File: config.mk
export PLATFORM = sky130hd
export DESIGN_NAME = lane_unstriping_4to1
export DESIGN_NICKNAME = d
export VERILOG_FILES = /design/src/rtl/lane_unstriping_4to1.sv
export SDC_FILE = /design/constraint.sdc
export NUM_CORES = 1
export LEC_CHECK = 0
export ABC_AREA = 0
export CORE_ASPECT_RATIO = 1.2
export CORE_MARGIN = 3
export CORE_UTILIZATION = 26
export CTS_BUF_LIST = sky130_fd_sc_hd__clkbuf_16
export CTS_CLUSTER_DIAMETER = 50
export CTS_CLUSTER_SIZE = 30
export DETAILED_ROUTE_END_ITERATION = 8
export GPL_TIMING_DRIVEN = 0
export PLACE_DENSITY = 0.56
export SLEW_MARGIN = 20
export SYNTH_ARGS = -nofsm -noshare
export SYNTH_HDL_FRONTEND = slang
export SYNTH_SLANG_ARGS = --single-unit
export TNS_END_PERCENT = 10
File: constraint.sdc
create_clock -name clk -period 1.95 [get_ports clk]
set_input_delay 0.195 -clock clk [delete_from_list [all_inputs] [get_ports clk]]
set_output_delay 0.195 -clock clk [all_outputs]
set_load 0.005 [all_outputs]
File: src/rtl/lane_unstriping_4to1.sv
// Receive-side lane merger: takes one 4-lane word per handshake and emits its
// bytes lane 0 first, using an active + pending word buffer to avoid bubbles.
module lane_unstriping_4to1 #(
  parameter int DATA_W = 8
) (
  input  logic              clk,
  input  logic              reset,
  input  logic              in_valid,
  output logic              in_ready,
  input  logic [DATA_W-1:0] in_lane0,
  input  logic [DATA_W-1:0] in_lane1,
  input  logic [DATA_W-1:0] in_lane2,
  input  logic [DATA_W-1:0] in_lane3,
  output logic              out_valid,
  input  logic              out_ready,
  output logic [DATA_W-1:0] out_data,
  output logic [1:0]        out_lane,
  output logic              out_last
);

  typedef enum logic [1:0] {EMPTY, SEND, FULL} state_t;

  state_t                   state, state_n;
  logic [3:0][DATA_W-1:0]   active_q, active_n;
  logic [3:0][DATA_W-1:0]   pending_q, pending_n;
  logic [3:0][DATA_W-1:0]   in_word;
  logic [1:0]               lane_idx, lane_idx_n;
  logic                     in_hs, out_hs, word_done;

  assign in_word   = {in_lane3, in_lane2, in_lane1, in_lane0};
  assign in_ready  = reset && (state != FULL);
  assign in_hs     = in_valid && in_ready;
  assign out_hs    = out_valid && out_ready;
  assign word_done = out_hs && (lane_idx == 2'd3);

  // A word finishing on the same edge a new one arrives hands straight over,
  // so the next lane 0 byte follows the previous lane 3 byte without a gap.
  always_comb begin
    state_n    = state;
    active_n   = active_q;
    pending_n  = pending_q;
    lane_idx_n = out_hs ? lane_idx + 2'd1 : lane_idx;
    case (state)
      EMPTY: begin
        if (in_hs) begin
          active_n   = in_word;
          lane_idx_n = 2'd0;
          state_n    = SEND;
        end
      end
      SEND: begin
        if (word_done) begin
          if (in_hs) begin
            active_n = in_word;
          end else begin
            state_n = EMPTY;
          end
        end else if (in_hs) begin
          pending_n = in_word;
          state_n   = FULL;
        end
      end
      FULL: begin
        if (word_done) begin
          active_n = pending_q;
          state_n  = SEND;
        end
      end
      default: state_n = EMPTY;
    endcase
  end

  // Outputs are registered from the next-state values so they change only on clk.
  always_ff @(posedge clk) begin
    if (!reset) begin
      state     <= EMPTY;
      active_q  <= '0;
      pending_q <= '0;
      lane_idx  <= 2'd0;
      out_valid <= 1'b0;
      out_data  <= '0;
      out_lane  <= 2'd0;
      out_last  <= 1'b0;
    end else begin
      state     <= state_n;
      active_q  <= active_n;
      pending_q <= pending_n;
      lane_idx  <= lane_idx_n;
      out_valid <= (state_n != EMPTY);
      out_data  <= active_n[lane_idx_n];
      out_lane  <= lane_idx_n;
      out_last  <= (state_n != EMPTY) && (lane_idx_n == 2'd3);
    end
  end

endmodule

==> out/metrics.cfg <==
[status]
outcome = complete, but fails checks
failing_checks = negative setup slack

[die]
io_pins = 49
chipWidth_um = 122.5
die_h_um = 145.8
rows = 50
die-area_sq_um = 17860
area_of_the_core_sq_um = 15770
initial_utilization = 0.2687

[worst_setup_path]
worst-path-max-fanout = 9
cp_startpoint_kind = register
critPathArrivalTime_ns = 2.29
crit_path_end_kind = register
required_ns = 2.24
criticalPathCategory = register to register

[placed_design]
post-dp-hpwl_um = 12130
pre_cts_ws_ns = -1.074
routabilityCongestion = 0.9236
io_buffer_count = 48

[clocking]
clock_sink_count = 78
cts_tree = yes
worst_setup_hold_path_clk_slew_ns = 0.07
h-tree-depth = 3
cts_buffer_depth = 2
clockRootBuffer = sky130_fd_sc_hd__clkbuf_16
worst_skew_late_latency_ns = 0.34
cts_hold_repair.buffers = 0
cts-buffers-inserted = 9

[logic_synthesis]
yosys_register_bits = 78
synth_enable_flop_cells = 0
synthesis.nets = 558
avg_synthesized_cell_area_sq_um = 8.129
post_synth_inst_count = 521
syn_area_sq_um = 4235
synthArstFlopShare = 0
netlist-cell-type-count = 75
seq_area_frac_synth = 0.3687
synthesis.yosys.warnings = 0
ys_dominant_reg_cell = sky130_fd_sc_hd__dfxtp_1

[final_layout]
layout-area-overhead-vs-synth_pct = 37.55
n_diodes = 0
layout-drive-gt1-share = 0.2328
final-seq-area_sq_um = 1572
finish.net_count = 642
area_taken_by_multi_input_logic_gates_sq_um = 2644
nFillCells = 1594

[timing]
layout_min_cycle_time_ns = 1.998
setup_repair_after_global_routing_missed_its_margin = yes
timing.fmax_mhz = 500.5
setup-violations-final = 6
post-route-period-util = 1.025
fin_worst_skew_ns = 0.003967
finalWorstSetupSlack_ns = -0.04814
relSlewSlack = 0.4897
hold_viol_final = 0
max_slew.worst_pin.slew_ns = 0.7655
timing.final.max_slew_violations = 0

[power_and_ir_drop]
switching_power_as_a_share_of_total_power = 0.3048
pwr_total_mw = 4.590
leak_nw = 2.196
vdd_ir_max_v = 0.0003922
switching_power_mw = 1.399
fraction_of_power_consumed_by_the_clock_network = 0.385
cellInternalPower_mw = 3.191
power_frac_seq = 0.386
combinational_fraction_of_design_power = 0.229
powerDensity_nw_per_um2 = 787.9

[routing]
drt_wl_total_um = 17510
drcViolationCount = 0
drt_iter0_markers = 483
routedWlPerCell_um = 21.40
route.antenna.remaining_nets = 0
routed-via-count = 4514
via_per_inst = 5.518
dr.pass1.iters = 7

[global_route]
number_of_antenna_violations_at_the_first_check_in_global_routing = 0
grt-ovfl-total = 0
largest_net_degree_at_the_start_of_global_routing = 16
globalRouteTotalUtil = 0.1949
grt_pass1_wl_um = 26100
vias_in_the_first_global_route = 4502

[flow_run]
cap_viol_max_count = 0

[hold_path]
hold_path_class = input port to register

==> cells in the mapped netlist, types with 5 or more instances <==
| master | number | area (sq um) |
|---|---|---|
| sky130_fd_sc_hd__and3_1 | 9 | 56.30 |
| sky130_fd_sc_hd__nor2_1 | 37 | 138.9 |
| sky130_fd_sc_hd__nand3_1 | 12 | 60.06 |
| sky130_fd_sc_hd__a31oi_1 | 12 | 75.07 |
| sky130_fd_sc_hd__o221ai_1 | 6 | 52.55 |
| sky130_fd_sc_hd__a21oi_1 | 50 | 250.2 |
| sky130_fd_sc_hd__mux2i_1 | 13 | 130.1 |
| sky130_fd_sc_hd__o211a_1 | 5 | 50.05 |
| sky130_fd_sc_hd__buf_2 | 22 | 110.1 |
| sky130_fd_sc_hd__o21ai_1 | 7 | 35.03 |
| sky130_fd_sc_hd__nand2_1 | 109 | 409.1 |
| sky130_fd_sc_hd__o22ai_1 | 10 | 62.56 |
| sky130_fd_sc_hd__clkbuf_1 | 6 | 22.52 |
| sky130_fd_sc_hd__or3_1 | 7 | 43.79 |
| sky130_fd_sc_hd__nor3_1 | 12 | 60.06 |
| sky130_fd_sc_hd__a2bb2oi_1 | 5 | 43.79 |
| sky130_fd_sc_hd__o21ai_0 | 11 | 55.05 |
| sky130_fd_sc_hd__dfxtp_1 | 78 | 1562 |
| sky130_fd_sc_hd__and2_1 | 10 | 62.56 |
| sky130_fd_sc_hd__a211oi_1 | 6 | 45.04 |
==> final timing paths <==
check                start            end  slack [ns]  depth (start not counted)
min reg2reg  pending_q[21]  pending_q[21]        0.45                          2
max reg2reg       state[0]    out_data[3]       -0.05                          8
min            in_lane3[1]  pending_q[25]        0.43                          3
max               state[0]    out_data[3]       -0.05                          8
==> placed cells by master (no fill, tap or decap), drive strengths merged, types with 3 or more instances in the layout <==
| master | count |
|---|---|
| clkinv | 3 |
| mux2i | 13 |
| o22ai | 11 |
| o32a | 4 |
| clkbuf | 19 |
| o21ai | 19 |
| nand2 | 112 |
| a2bb2oi | 5 |
| clkdlybuf4s50 | 45 |
| o211ai | 5 |
| buf | 53 |
| o221ai | 8 |
| a211oi | 6 |
| a21oi | 52 |
| nor2 | 40 |
| nor4 | 3 |
| and3 | 10 |
| and2 | 11 |
| dfxtp | 78 |
| o211a | 5 |
| a31oi | 12 |
| o32ai | 5 |
| nor3 | 13 |
| or3 | 7 |
| nand3 | 14 |
| inv | 6 |
| mux2 | 4 |
| o311a | 3 |
| o221a | 3 |
| a22oi | 4 |
| o31ai | 3 |
==> worst max-delay path, cell delays in order (launching register included) <==
cell	delay, ns
sky130_fd_sc_hd__dfxtp_2	0.33
sky130_fd_sc_hd__buf_6	0.14
sky130_fd_sc_hd__buf_4	0.14
sky130_fd_sc_hd__nand2_2	0.21
sky130_fd_sc_hd__a21boi_2	0.26
sky130_fd_sc_hd__o22ai_1	0.10
sky130_fd_sc_hd__a221o_1	0.30
sky130_fd_sc_hd__or3_4	0.36
sky130_fd_sc_hd__nand3_1	0.09
==> power groups by stage <==
stage,Sequential (mW),Combinational (mW),Clock (mW)
after floorplan,1.79,0.533,0
after global placement,1.80,0.877,0
after detailed placement,1.80,0.890,0
after CTS,1.77,0.961,1.77
after global routing,1.78,1.11,1.85
final,1.77,1.05,1.77
==> flip-flops by register name, indices dropped and copies added, names as in the netlist <==
register   flops
lane_idx       2
out_data       8
state          2
pending_q     32
out_valid      1
out_last       1
active_q      32
==> cell type report <==
type | instances | area share
well taps | 208 | 0.04467
flip-flops and latches | 78 | 0.2698
plain buffers | 38 | 0.05283
multi-input cells | 400 | 0.4538
clock buffers | 9 | 0.03866
inverters | 5 | 0.004081
repair buffers | 73 | 0.1220
clock inverters | 7 | 0.01418
==> routing by layer <==
layer  vias up  share of wire  global-route usage
li1       2066              -                   -
met5         -              0                   0
met4         0          0.050              0.1042
met1      2132           0.39              0.2360
met2       246           0.48              0.3210
met3        70          0.080             0.03927
==> cell families after synthesis <==
group           synth area share
compound gates            0.2709
flops                     0.3687
xor+xnor                0.005910
simple gates              0.2549
fa+ha+maj               0.002954
mux                      0.04313
buf+inv                  0.05347
==> metrics by stage <==
step	instance area [sq um]	utilization	cells	hold slack (ns)	setup TNS [ns]
floorplan	4235	-	521	0.3310	0
global placement	4976	0.3156	777	0.4409	-24.49
detailed placement	4976	0.3156	777	0.4467	-24.91
CTS	5627	0.3569	808	0.4323	-0.1691
global route	5826	0.3695	818	0.4456	-0.5578
finish	5826	0.3695	818	0.4328	-0.1931
==> repair_timing <==
item                                    in CTS  in global routing
pin swaps                                   10                 17
cloned                                       1                  0
endpoints found under the setup margin      69                 39
buffers inserted                            14                 10
gates resized for setup                     56                 35
Note: power is estimated with default switching activity, not from simulation.
